===== src/rtl/uart_cmd_bus_master_pkg.sv =====
// uart_cmd_bus_master_pkg: shared FSM states, reply characters and ASCII-hex classification.
package uart_cmd_bus_master_pkg;

    typedef enum logic [2:0] {
        S_IDLE, S_ADDR, S_DATA, S_DISCARD, S_BUS, S_RDWAIT, S_TX
    } state_t;

    typedef enum logic [1:0] {RP_K, RP_E, RP_T, RP_RD} reply_t;

    localparam logic [7:0] CH_K     = 8'h4B;
    localparam logic [7:0] CH_E     = 8'h45;
    localparam logic [7:0] CH_T     = 8'h54;
    localparam logic [7:0] CH_NL    = 8'h0A;
    localparam logic [7:0] CH_CR    = 8'h0D;
    localparam logic [7:0] CH_COMMA = 8'h2C;

    // Returns {digit_valid, nibble}; letters a-f/A-F share their low nibble, offset by 9.
    function automatic logic [4:0] hex_classify(input logic [7:0] c);
        if (c >= 8'h30 && c <= 8'h39) return {1'b1, c[3:0]};
        if ((c >= 8'h41 && c <= 8'h46) || (c >= 8'h61 && c <= 8'h66)) return {1'b1, c[3:0] + 4'd9};
        return 5'd0;
    endfunction

endpackage


===== src/rtl/uart_cmd_hex_codec.sv =====
// uart_cmd_hex_codec: combinational ASCII-to-nibble decoder and nibble-to-uppercase-ASCII encoder.
module uart_cmd_hex_codec
    import uart_cmd_bus_master_pkg::*;
(
    input  logic [7:0] i_ascii,
    output logic [3:0] o_nibble,
    output logic       o_digit_valid,
    input  logic [3:0] i_nibble,
    output logic [7:0] o_ascii
);

    logic [4:0] w_class;

    assign w_class       = hex_classify(i_ascii);
    assign o_digit_valid = w_class[4];
    assign o_nibble      = w_class[3:0];
    assign o_ascii       = (i_nibble < 4'd10) ? {4'h3, i_nibble} : {4'h4, i_nibble - 4'd9};

endmodule


===== src/rtl/uart_cmd_bus_master.sv =====
// uart_cmd_bus_master: parses "W<addr>,<data>\n" / "R<addr>\n" from a UART byte stream, runs one
// bus transaction per command and streams an ASCII reply. Define UART_CMD_TIMEOUT_EN to abort a
// transaction stuck on busy_i after TimeoutCycles and reply "T\n".
module uart_cmd_bus_master
    import uart_cmd_bus_master_pkg::*;
#(
    parameter int AddrWidth     = 16,
    parameter int DataWidth     = 32,
    parameter int ReadLatency   = 1,
    parameter int TimeoutCycles = 1024
) (
    input  logic                 clk_i,
    input  logic                 reset_ni,
    input  logic [7:0]           rx_data_i,
    input  logic                 rx_valid_i,
    output logic                 rx_ready_o,
    output logic [7:0]           tx_data_o,
    output logic                 tx_valid_o,
    input  logic                 tx_ready_i,
    output logic [AddrWidth-1:0] address_o,
    output logic [DataWidth-1:0] data_o,
    output logic                 we_o,
    output logic                 bus_valid_o,
    input  logic                 busy_i,
    input  logic [DataWidth-1:0] data_i
);

    localparam int AN = AddrWidth / 4;
    localparam int DN = DataWidth / 4;
    localparam int CW = $clog2((AN > DN ? AN : DN) + 1);
    localparam int IW = $clog2(DN + 1);
    localparam logic [1:0] LAT = 2'(ReadLatency);

    state_t               r_state;
    reply_t               r_reply;
    logic                 r_is_write, r_rx_ready, r_bus_valid, r_tx_valid;
    logic [AddrWidth-1:0] r_addr;
    logic [DataWidth-1:0] r_data, r_rdata;
    logic [CW-1:0]        r_cnt;
    logic [IW-1:0]        r_idx;
    logic [1:0]           r_lat;
    logic                 w_acc, w_hex, w_nl, w_cr, w_comma, w_let_w, w_let_r, w_full, w_last;
    logic [3:0]           w_nib, w_tx_nib;
    logic [7:0]           w_hex_ascii, w_char;
    logic [DataWidth-1:0] w_shifted;
`ifdef UART_CMD_TIMEOUT_EN
    localparam int TW = $clog2(TimeoutCycles + 1);
    logic [TW-1:0]        r_tmo;
`endif

    uart_cmd_hex_codec u_codec (
        .i_ascii      (rx_data_i),
        .o_nibble     (w_nib),
        .o_digit_valid(w_hex),
        .i_nibble     (w_tx_nib),
        .o_ascii      (w_hex_ascii)
    );

    assign w_acc     = rx_valid_i && r_rx_ready;
    assign w_nl      = rx_data_i == CH_NL;
    assign w_cr      = rx_data_i == CH_CR;
    assign w_comma   = rx_data_i == CH_COMMA;
    assign w_let_w   = rx_data_i == 8'h57 || rx_data_i == 8'h77;
    assign w_let_r   = rx_data_i == 8'h52 || rx_data_i == 8'h72;
    assign w_full    = r_cnt == ((r_state == S_DATA) ? CW'(DN) : CW'(AN));
    assign w_shifted = r_rdata << {r_idx, 2'b00};
    assign w_tx_nib  = w_shifted[DataWidth-1 -: 4];
    assign w_last    = (r_reply == RP_RD) ? (r_idx == IW'(DN)) : (r_idx == IW'(1));
    assign w_char    = (r_reply == RP_RD) ? (w_last ? CH_NL : w_hex_ascii) :
                       (r_idx != '0) ? CH_NL :
                       (r_reply == RP_K) ? CH_K : (r_reply == RP_E) ? CH_E : CH_T;

    assign rx_ready_o  = r_rx_ready;
    assign tx_valid_o  = r_tx_valid;
    assign tx_data_o   = r_tx_valid ? w_char : 8'h00;
    assign bus_valid_o = r_bus_valid;
    assign we_o        = r_bus_valid && r_is_write;
    assign address_o   = r_addr;
    assign data_o      = r_data;

    // Command FSM: parse, run one bus transaction, then stream the reply.
    always_ff @(posedge clk_i or negedge reset_ni) begin
        if (!reset_ni) begin
            r_state     <= S_IDLE;
            r_reply     <= RP_K;
            r_is_write  <= 1'b0;
            r_rx_ready  <= 1'b0;
            r_bus_valid <= 1'b0;
            r_tx_valid  <= 1'b0;
            r_addr      <= '0;
            r_data      <= '0;
            r_rdata     <= '0;
            r_cnt       <= '0;
            r_idx       <= '0;
            r_lat       <= '0;
`ifdef UART_CMD_TIMEOUT_EN
            r_tmo       <= '0;
`endif
        end else begin
            case (r_state)
                S_IDLE: begin
                    r_rx_ready <= 1'b1;
                    if (w_acc && !w_nl && !w_cr) begin
                        r_is_write <= w_let_w;
                        r_addr     <= '0;
                        r_data     <= '0;
                        r_cnt      <= '0;
                        r_state    <= (w_let_w || w_let_r) ? S_ADDR : S_DISCARD;
                    end
                end
                S_ADDR, S_DATA: begin
                    if (w_acc && !w_cr) begin
                        if (w_hex && !w_full) begin
                            r_cnt <= r_cnt + 1'b1;
                            if (r_state == S_ADDR) r_addr <= AddrWidth'({r_addr, w_nib});
                            else r_data <= DataWidth'({r_data, w_nib});
                        end else if (w_comma && r_state == S_ADDR && r_is_write && r_cnt != '0) begin
                            r_cnt   <= '0;
                            r_state <= S_DATA;
                        end else if (w_nl && r_cnt != '0 && (r_state == S_DATA || !r_is_write)) begin
                            r_state     <= S_BUS;
                            r_bus_valid <= 1'b1;
                            r_rx_ready  <= 1'b0;
`ifdef UART_CMD_TIMEOUT_EN
                            r_tmo       <= '0;
`endif
                        end else if (w_nl) begin
                            r_state    <= S_TX;
                            r_reply    <= RP_E;
                            r_tx_valid <= 1'b1;
                            r_rx_ready <= 1'b0;
                        end else begin
                            r_state <= S_DISCARD;
                        end
                    end
                end
                S_DISCARD: begin
                    if (w_acc && w_nl) begin
                        r_state    <= S_TX;
                        r_reply    <= RP_E;
                        r_tx_valid <= 1'b1;
                        r_rx_ready <= 1'b0;
                    end
                end
                S_BUS: begin
                    if (!busy_i) begin
                        r_bus_valid <= 1'b0;
                        if (r_is_write) begin
                            r_state    <= S_TX;
                            r_reply    <= RP_K;
                            r_tx_valid <= 1'b1;
                        end else if (ReadLatency == 0) begin
                            r_rdata    <= data_i;
                            r_state    <= S_TX;
                            r_reply    <= RP_RD;
                            r_tx_valid <= 1'b1;
                        end else begin
                            r_lat   <= 2'd1;
                            r_state <= S_RDWAIT;
                        end
                    end
`ifdef UART_CMD_TIMEOUT_EN
                    else if (r_tmo == TW'(TimeoutCycles - 1)) begin
                        r_bus_valid <= 1'b0;
                        r_state     <= S_TX;
                        r_reply     <= RP_T;
                        r_tx_valid  <= 1'b1;
                    end else begin
                        r_tmo <= r_tmo + 1'b1;
                    end
`endif
                end
                S_RDWAIT: begin
                    if (r_lat == LAT) begin
                        r_rdata    <= data_i;
                        r_state    <= S_TX;
                        r_reply    <= RP_RD;
                        r_tx_valid <= 1'b1;
                    end else begin
                        r_lat <= r_lat + 1'b1;
                    end
                end
                S_TX: begin
                    if (r_tx_valid && tx_ready_i) begin
                        if (w_last) begin
                            r_tx_valid <= 1'b0;
                            r_idx      <= '0;
                            r_state    <= S_IDLE;
                            r_rx_ready <= 1'b1;
                        end else begin
                            r_idx <= r_idx + 1'b1;
                        end
                    end
                end
                default: r_state <= S_IDLE;
            endcase
        end
    end

endmodule


===== config.mk =====
export PLATFORM = sky130hd
export DESIGN_NAME = uart_cmd_bus_master
export DESIGN_NICKNAME = d
export VERILOG_FILES = /design/src/rtl/uart_cmd_bus_master_pkg.sv /design/src/rtl/uart_cmd_hex_codec.sv /design/src/rtl/uart_cmd_bus_master.sv
export SDC_FILE = /design/constraint.sdc
export NUM_CORES = 1
export LEC_CHECK = 0
export BUFFER_PORTS_ARGS = -buffer_cell sky130_fd_sc_hd__buf_4
export CAP_MARGIN = 20
export CORE_MARGIN = 2
export CORE_UTILIZATION = 45
export CTS_CLUSTER_SIZE = 16
export DETAILED_ROUTE_END_ITERATION = 12
export GPL_ROUTABILITY_DRIVEN = 0
export PLACE_DENSITY = 0.76
export SYNTH_ARGS = -nofsm -noshare
export SYNTH_HDL_FRONTEND = slang
export SYNTH_HIERARCHICAL = 1
export SYNTH_SLANG_ARGS = --single-unit

===== constraint.sdc =====
create_clock -name clk_i -period 7.95 [get_ports clk_i]
set_input_delay 0.795 -clock clk_i [delete_from_list [all_inputs] [get_ports clk_i]]
set_output_delay 0.795 -clock clk_i [all_outputs]
set_load 0.02 [all_outputs]

* Word-level counts from Yosys, hierarchy flattened *
Index checks and enable logic that the tools add are counted.

storage, ports and cells
  input port bits = 45
  output and inout bits = 60
  bits in registers = 99
  word-level logic and storage cells = 199

operators by class
  eq/ne operators = 39
  order comparisons = 7
  $add $sub $neg = 5
  muxes and demuxes = 87
  reductions and logical operators = 48
  shift operators = 1

operators with widths
  kind                number
  $mux 32             4
  $mux 16             4
  $pmux 32 s2         1
  $ne 2x2->1 const B  18
  $mux 3              11
  $eq 8x7->1 const B  4
  $pmux 16 s2         1
  $shl 32x6->32       1
  $mux 5              6
  $mux 1              28
  $mux 2              14
  $mux 4              6
  $mux 8              3
  $pmux 3 s6          1
  $eq 8x4->1 const B  2
  $ge 8x7->1 const B  2
  $le 8x7->1 const B  2
  $logic_and 1x1->1   16
  $reduce_and 8->1    2
  $reduce_bool 4->1   4
  $mux 7              2
  $reduce_and 12->1   1
  $reduce_and 10->1   1
  $reduce_and 5->1    2
  33 further kinds    51

* Logic depth before layout (Yosys ltp) *
Gate-level depths: netlist (run 1).

  depth in word-level cells = 11
  mapped depth = 11
  depth with buffers taken out = 10

* Cells and area by module *
The synthesis (run 1) kept the hierarchy.

modules (own cells, without submodules)
  module               instances  cells an instance  area an instance (um^2)  sequential area each (um^2)
  uart_cmd_bus_master  1          395                4,785.8                  2,477.4
  uart_cmd_hex_codec   1          33                 259.0                    0.0

* Worst setup path before layout (run 1) *
OpenSTA, ideal clock, no wires.

  path kind = flip-flop to output port
  from = register r_idx[0]
  to = output tx_data_o[1]
  stages on the path, launching flop included = 11
  slack = 4.633 ns
  data arrival time = 2.522 ns
  path buffers = 1
  required time = 7.155 ns
  path through = dfrtp_1 buf_1 mux4_2 mux2i_1 nor2_1 o21a_1 inv_2 nand2_1 o21ai_1 o21ai_0 a21oi_1

on the way
  word-level cells in the longest chain between the ends = 6
  elaborated cells between the ends (all ways) = 12
  those cells by class = add/sub: 1; order compare: 1; eq/ne: 2; shift: 1; mux: 6; reduce/logical: 1

ends and longest elaborated chain
  item                                       line                        source
  start, declared                            uart_cmd_bus_master.sv:40   logic [IW-1:0] r_idx;
  start signal, assigned                     uart_cmd_bus_master.sv:191  r_idx <= r_idx + 1'b1;
  $shl 32x6->32 (*)                          uart_cmd_bus_master.sv:66   assign w_shifted = r_rdata << {r_idx, 2'b00};
  named net w_shifted[29]                    uart_cmd_bus_master.sv:45   logic [DataWidth-1:0] w_shifted;
  $sub 4x4->4 or $lt 4x4->1 (tied branches)  uart_cmd_hex_codec.sv:17    assign o_ascii = (i_nibble < 4'd10) ? {4'h3, i_nibble} : {4'h4, i_nibble - 4'd9};
  $mux 7 (*)                                 uart_cmd_hex_codec.sv:17
  named net w_hex_ascii[1]                   uart_cmd_bus_master.sv:44   logic [7:0] w_hex_ascii, w_char;
  $mux 8 (*) (2 in a row)                    uart_cmd_bus_master.sv:69   assign w_char = (r_reply == RP_RD) ? (w_last ? CH_NL : w_hex_ascii) :
  $mux 8 (*)                                 uart_cmd_bus_master.sv:75   assign tx_data_o = r_tx_valid ? w_char : 8'h00;
  end, declared                              uart_cmd_bus_master.sv:17   output logic [7:0] tx_data_o,

The timed path passes the listed nets; every way through them passes the cells marked *.

* Final worst setup path (run 1) *
  from = register r_idx[0]
  to = output tx_data_o[2]

The elaborated chain is that of the path after synthesis.

==> flow_metrics.env, run 1 <==
export IMPL_crit_path_top_delay_cell="dfrtp_1"
export IMPL_hp_class="primary input to async pin"
export IMPL_cp_cell_sequence="mux4_2 -> mux2i_1 -> nor2_1 -> o21a_1 -> nand2_1 -> xnor2_1 -> o211ai_1 -> a21oi_1 -> o21a_1 -> buf_4"
export IMPL_reg2reg_from="r_state[0]$_DFFE_PN0P_"
export IMPL_num_rows=38
export IMPL_avgSynthCellArea_sq_um=11.79
export IMPL_wire_per_inst_microns=17.37
export IMPL_grt_ovfl_total=0
export IMPL_via_count=3843
export IMPL_drive_gt1_share_pct=27.83
export IMPL_synth_main_ff_cell="dfrtp_1"
export IMPL_hold_viol=0
export IMPL_first_global_vias=3841
export IMPL_antenna_left=0
export IMPL_portBuffers=103
export IMPL_dp_cells=646
export IMPL_cts_hold_buf=0
export IMPL_start_util_pct=46.33
export IMPL_nNetsFinal=571
export IMPL_track_usage_pct=20.21
export IMPL_cts_tree="done"
export IMPL_ir_drop_mv=0.3371
export IMPL_skew_ns=0.006186
export IMPL_endpoint_kind="output port"
export IMPL_slew_headroom_pct=28.23
export IMPL_mostFrequentLayoutCell="buf_4"
export IMPL_use_met1_pct=29.61
export IMPL_ff2ff_setup_slack_ns=4.93
export IMPL_fin_ws_ns=4.042
export IMPL_grtUsageMet3_pct=4.327
export IMPL_cpPeakStageDelay_ns=0.80
export IMPL_finalCriticalPeriod_ns=3.908
export IMPL_via_per_inst=5.814
export IMPL_fin_crit_sh_pct=49.16
export IMPL_cts_htree_levels=3
export IMPL_setup_viol=0
export IMPL_firstDrtPassIters=4
export IMPL_die_y_microns=109.9
export IMPL_syn_area_sq_um=5045
export IMPL_ff2ff_path_depth=5
export IMPL_ys_warnings_count=6
export IMPL_path_common_cell="o21a_1"
export IMPL_post_cts_setup_buffers=0
export IMPL_routed_wl_microns=11480
export IMPL_start_kind="flip-flop"
export IMPL_worstMarginPinSlew_ns=1.071
export IMPL_clk_pin_slew_ns=0.09
export IMPL_busiest_layer="met2"
export IMPL_worst_setup_path_type="flip-flop to output port"
export IMPL_final_cells=661
export IMPL_r2r_end="data_o[15]$_DFFE_PN0P_"
export IMPL_crit_fanout=15
export IMPL_grt_use_met2_pct=30.41
export IMPL_clock_latency_ns=0.36
export IMPL_synth_seq_cells=99
export IMPL_outcome="completed"
export IMPL_synth_distinct_cells=78
export IMPL_p_leak_uw=0.002773
export IMPL_cts_buffers=9
export IMPL_whs_ns=0.4181
export IMPL_post_dp_hpwl_microns=8066
export IMPL_maxCapViolations=0
export IMPL_syn_inst=428
export IMPL_rsz0062_at_grt="false"
export IMPL_setup_tns_ns=0
export IMPL_die_w_microns=109.9
export IMPL_remaining_drc_errors=0
export IMPL_post_place_ws_ns=4.396
export IMPL_fmax_mhz=255.9
export IMPL_cts_buffer_depth=2
export IMPL_grt_max_degree=55
export IMPL_ys_seq_area_share_pct=49.11
export IMPL_placed_area_sq_um=5862
export IMPL_core_region_area_sq_um=10890
export IMPL_area_delta_synth_final_pct=20.41
export IMPL_cts_sinks=99
export IMPL_grt_pass1_wl_microns=19130
export IMPL_fill_cells=908
export IMPL_ios=105
export IMPL_layout_common_cells="buf_4, dfrtp_1, a22o_1"
export IMPL_arrival_ns=3.11
export IMPL_cts_resized=0
export IMPL_drt_iter0_markers=348
export IMPL_synth_edf_count=0
export IMPL_syn_num_nets=482
export IMPL_grt_antenna_before_repair=0
export IMPL_die_area_sq_um=12070
export IMPL_antennaDiodeCount=0
export IMPL_design_area_sq_um=6075
export IMPL_slew_violations=0
export IMPL_cts_root_buf="clkbuf_8"
export IMPL_critPathRequiredTime_ns=7.15
export IMPL_pwr_density_cell_nw_per_um2=304.0
export IMPL_async_flop_share_pct=100.0
-- metrics by stage --
stage          util, %  total power, uW
5_1_grt          55.79             1980
6_report         55.79             1846
2_1_floorplan        -             1301
3_5_place_dp     53.84             1497
4_1_cts          55.79             1853
3_3_place_gp     53.84             1468
-- synth_stat cells, types with 4 or more instances --
master    number  area (sq um)
a21o_1         4         30.03
a21oi_1       12         60.06
a22o_1        51         446.7
buf_2          6         30.03
buf_6          4         45.04
clkbuf_1      13         48.80
dfrtp_1       99          2477
ha_1           9         112.6
inv_1         17         63.81
mux2_1        33         371.6
mux2_2         4         45.04
mux2i_1        6         60.06
mux4_2         8         180.2
nand2_1       17         63.81
nand2b_1       4         25.02
nand3_1       11         55.05
nor2_1        15         56.30
nor3_1        10         50.05
nor3b_1        5         37.54
o21ai_0       13         65.06
o21ai_1        4         20.02
o31ai_1        4         30.03
-- worst max path at each step --
stage | startpoint | to | slack (ns)
2_1_floorplan | r_idx[0]$_DFFE_PN0P_ | tx_data_o[1] | 4.63
3_3_place_gp | r_idx[0]$_DFFE_PN0P_ | tx_data_o[2] | 4.48
3_5_place_dp | rx_data_i[0] | data_o[30]$_DFFE_PN0P_ | 4.40
4_1_cts | r_idx[0]$_DFFE_PN0P_ | tx_data_o[2] | 3.99
5_1_grt | r_idx[0]$_DFFE_PN0P_ | tx_data_o[2] | 3.79
6_report | r_idx[0]$_DFFE_PN0P_ | tx_data_o[2] | 4.04
-- critical path: cells and delay by family, from the launching register on --
family                    cells  cell delay, ns
muxes                         2            0.82
xor gates and xnor gates      1            0.11
AOI/OAI and AO/OA             4            0.66
DFF                           1            0.80
and+or+nand+nor               2            0.22
buffers and inverters         1            0.13
-- kinds of logic (layout without fill, tap and decap cells) --
logic type | after synthesis | in the layout | synth area share, %
XOR/XNOR | 4 | 4 | 0.6946
flip-flops | 99 | 99 | 49.11
buffers and inverters | 46 | 139 | 4.390
multiplexers | 51 | 51 | 13.02
AO/OA/AOI/OAI | 119 | 119 | 18.45
other | 1 | 1 | 0.07433
adder cells (fa/ha/maj) | 10 | 10 | 2.431
AND/OR/NAND/NOR | 98 | 98 | 11.83
-- state kept, by name (all words and copies together), names as in the netlist --
signal       flops
r_lat            2
rx_ready_o       1
r_state          3
r_rdata         32
r_reply          2
address_o       16
tx_valid_o       1
bus_valid_o      1
data_o          32
r_is_write       1
r_idx            4
r_cnt            4
-- where the power goes --
part / internal [uW] / leakage, uW / switching, uW
Clock: 176 / 0.000102 / 177
Combinational: 352 / 0.00139 / 380
Sequential: 619 / 0.00128 / 143
-- metal layers --
| layer | vias up | share of wire (%) |
|---|---|---|
| met5 | - | 0 |
| met4 | 0 | 1.2 |
| met3 | 14 | 5.3 |
| met2 | 108 | 47 |
| met1 | 1928 | 47 |
| li1 | 1793 | - |
-- cell type report --
type	instances	area, sq um	share of cell area [%]
inverter	18	67.56	1.112
clock inverter	6	88.84	1.462
multi-input combinational	283	2346	38.62
tap	140	175.2	2.884
clock buffer	9	123.9	2.039
sequential	99	2477	40.78
timing repair buffer	106	795.8	13.10
(Power assumes the default switching activity.)
==> inputs of run 2 (changes only) <==
Settings changed: PLACE_DENSITY 0.76 to 0.78.
Clock period 7.95 ns to 3.3 ns, I/O delays scaled along.
==> run 2 against run 1 <==
  * Design area is 2.0% higher
  * Sequential share of layout area is 0.72 points lower
  * Critical path depth is 1 higher
  * First-iteration DRC count is 1.7% lower
  * Critical path type unchanged
  * Critical endpoint unchanged
  * Largest power group is now combinational cells
  * Highest routed layer unchanged
==> flow_metrics.env, run 2 (synthesis results as in run 1) <==
export IMPL_grt_max_degree=86
export IMPL_endpoint_kind="output port"
export IMPL_setup_tns_ns=0
export IMPL_crit_fanout=7
export IMPL_hold_viol=0
export IMPL_dp_cells=650
export IMPL_portBuffers=103
export IMPL_mostFrequentLayoutCell="buf_4"
export IMPL_drive_gt1_share_pct=30.02
export IMPL_antenna_left=0
export IMPL_ios=105
export IMPL_firstDrtPassIters=5
export IMPL_grt_ovfl_total=0
export IMPL_outcome="completed"
export IMPL_maxCapViolations=0
export IMPL_hp_class="primary input to flip-flop"
export IMPL_start_util_pct=46.33
export IMPL_cts_sinks=99
export IMPL_arrival_ns=2.79
export IMPL_ir_drop_mv=0.6872
export IMPL_post_place_ws_ns=0.2891
export IMPL_antennaDiodeCount=0
export IMPL_critPathRequiredTime_ns=2.97
export IMPL_layout_common_cells="buf_4, dfrtp_1, a22o_1"
export IMPL_num_rows=38
export IMPL_fin_ws_ns=0.1819
export IMPL_routed_wl_microns=11440
export IMPL_worstMarginPinSlew_ns=0.7330
export IMPL_nNetsFinal=582
export IMPL_remaining_drc_errors=0
export IMPL_post_dp_hpwl_microns=8037
export IMPL_grt_antenna_before_repair=0
export IMPL_finalCriticalPeriod_ns=3.118
export IMPL_worst_setup_path_type="flip-flop to output port"
export IMPL_grt_pass1_wl_microns=18790
export IMPL_first_global_vias=3677
export IMPL_setup_viol=0
export IMPL_cts_buffers=9
export IMPL_start_kind="flip-flop"
export IMPL_skew_ns=0.006378
export IMPL_area_delta_synth_final_pct=22.82
export IMPL_die_y_microns=109.9
export IMPL_p_leak_uw=0.002842
export IMPL_clk_pin_slew_ns=0.10
export IMPL_final_cells=673
export IMPL_design_area_sq_um=6196
export IMPL_core_region_area_sq_um=10890
export IMPL_slew_violations=0
export IMPL_wire_per_inst_microns=17.00
export IMPL_rsz0062_at_grt="false"
export IMPL_cts_root_buf="clkbuf_8"
export IMPL_cts_htree_levels=3
export IMPL_via_per_inst=5.820
export IMPL_fmax_mhz=320.7
export IMPL_via_count=3917
export IMPL_drt_iter0_markers=342
export IMPL_cts_buffer_depth=2
export IMPL_track_usage_pct=19.78
export IMPL_cts_tree="done"
export IMPL_clock_latency_ns=0.37
export IMPL_slew_headroom_pct=50.99
export IMPL_pwr_density_cell_nw_per_um2=726.9
export IMPL_die_area_sq_um=12070
export IMPL_fin_crit_sh_pct=94.49
export IMPL_die_w_microns=109.9
export IMPL_placed_area_sq_um=5904
-- run 2: final cells by class --
cell class	instances	area [sq um]
clock buffers	9	123.9
flip-flops and latches	99	2482
inverters	18	67.56
clock inverters	7	81.33
repair buffers	117	913.4
well taps	140	175.2
multi-input cells	283	2352
fillers	891	4692
-- run 2: path summary, 6_finish.rpt --
kind / cells after the start / endpoint / slack (ns) / start
setup / recovery: 11 / tx_data_o[2] / 0.18 / r_idx[0]$_DFFE_PN0P_
hold / removal: 2 / r_rdata[9]$_DFFE_PN0P_ / 0.17 / data_i[9]
setup reg to reg: 7 / data_o[31]$_DFFE_PN0P_ / 0.78 / r_state[0]$_DFFE_PN0P_
hold reg to reg: 2 / r_lat[1]$_DFFE_PN0P_ / 0.50 / r_lat[1]$_DFFE_PN0P_
max in group asynchronous: 4 / r_idx[1]$_DFFE_PN0P_ / 2.06 / reset_ni
min in group asynchronous: 2 / r_rdata[20]$_DFFE_PN0P_ / 0.40 / reset_ni
-- run 2: timing repair --
item / in CTS / in global routing
endpoints found under the setup margin: 3 / 3
gates resized for setup: 1 / 6
endpoints found under the hold margin: 0 / 20
hold buffers: 0 / 1
buffers inserted: 0 / 5
-- run 2: report_power, final --
group	internal [uW]	leakage, uW	total, uW	switching, uW
Sequential	1500	0.00128	1810	311
Combinational	906	0.00146	1880	976
Clock	364	0.000107	814	450
-- run 2: routing by layer --
layer | global-route usage, % | vias up | routed length, microns
li1 | - | 1815 | -
met1 | 29.22 | 1956 | 5350
met2 | 29.32 | 128 | 5315
met3 | 3.675 | 18 | 578
met4 | 6.420 | 0 | 198
met5 | 0 | - | 0
-- run 2: stage by stage --
| stage | util, % | hold WS [ns] | power, uW |
|---|---|---|---|
| final | 56.91 | 0.1674 | 4504 |
| after global routing | 56.91 | 0.1566 | 4825 |
| after CTS | 56.13 | 0.1543 | 4440 |
| after detailed placement | 54.23 | 0.4758 | 3623 |
| after global placement | 54.23 | 0.4626 | 3553 |
| after floorplan | - | 0.03441 | 3133 |
-- run 2: worst max-delay path, stage by stage, from the launching register on --
cell and delay (ns):
dfrtp_4 0.54, buf_4 0.16, mux4_2 0.46, mux2i_2 0.18, nor2_2 0.08, o21a_1 0.25
nand2_1 0.10, xnor2_1 0.11, o211ai_1 0.10, a21oi_1 0.17, o21a_1 0.13, buf_4 0.13
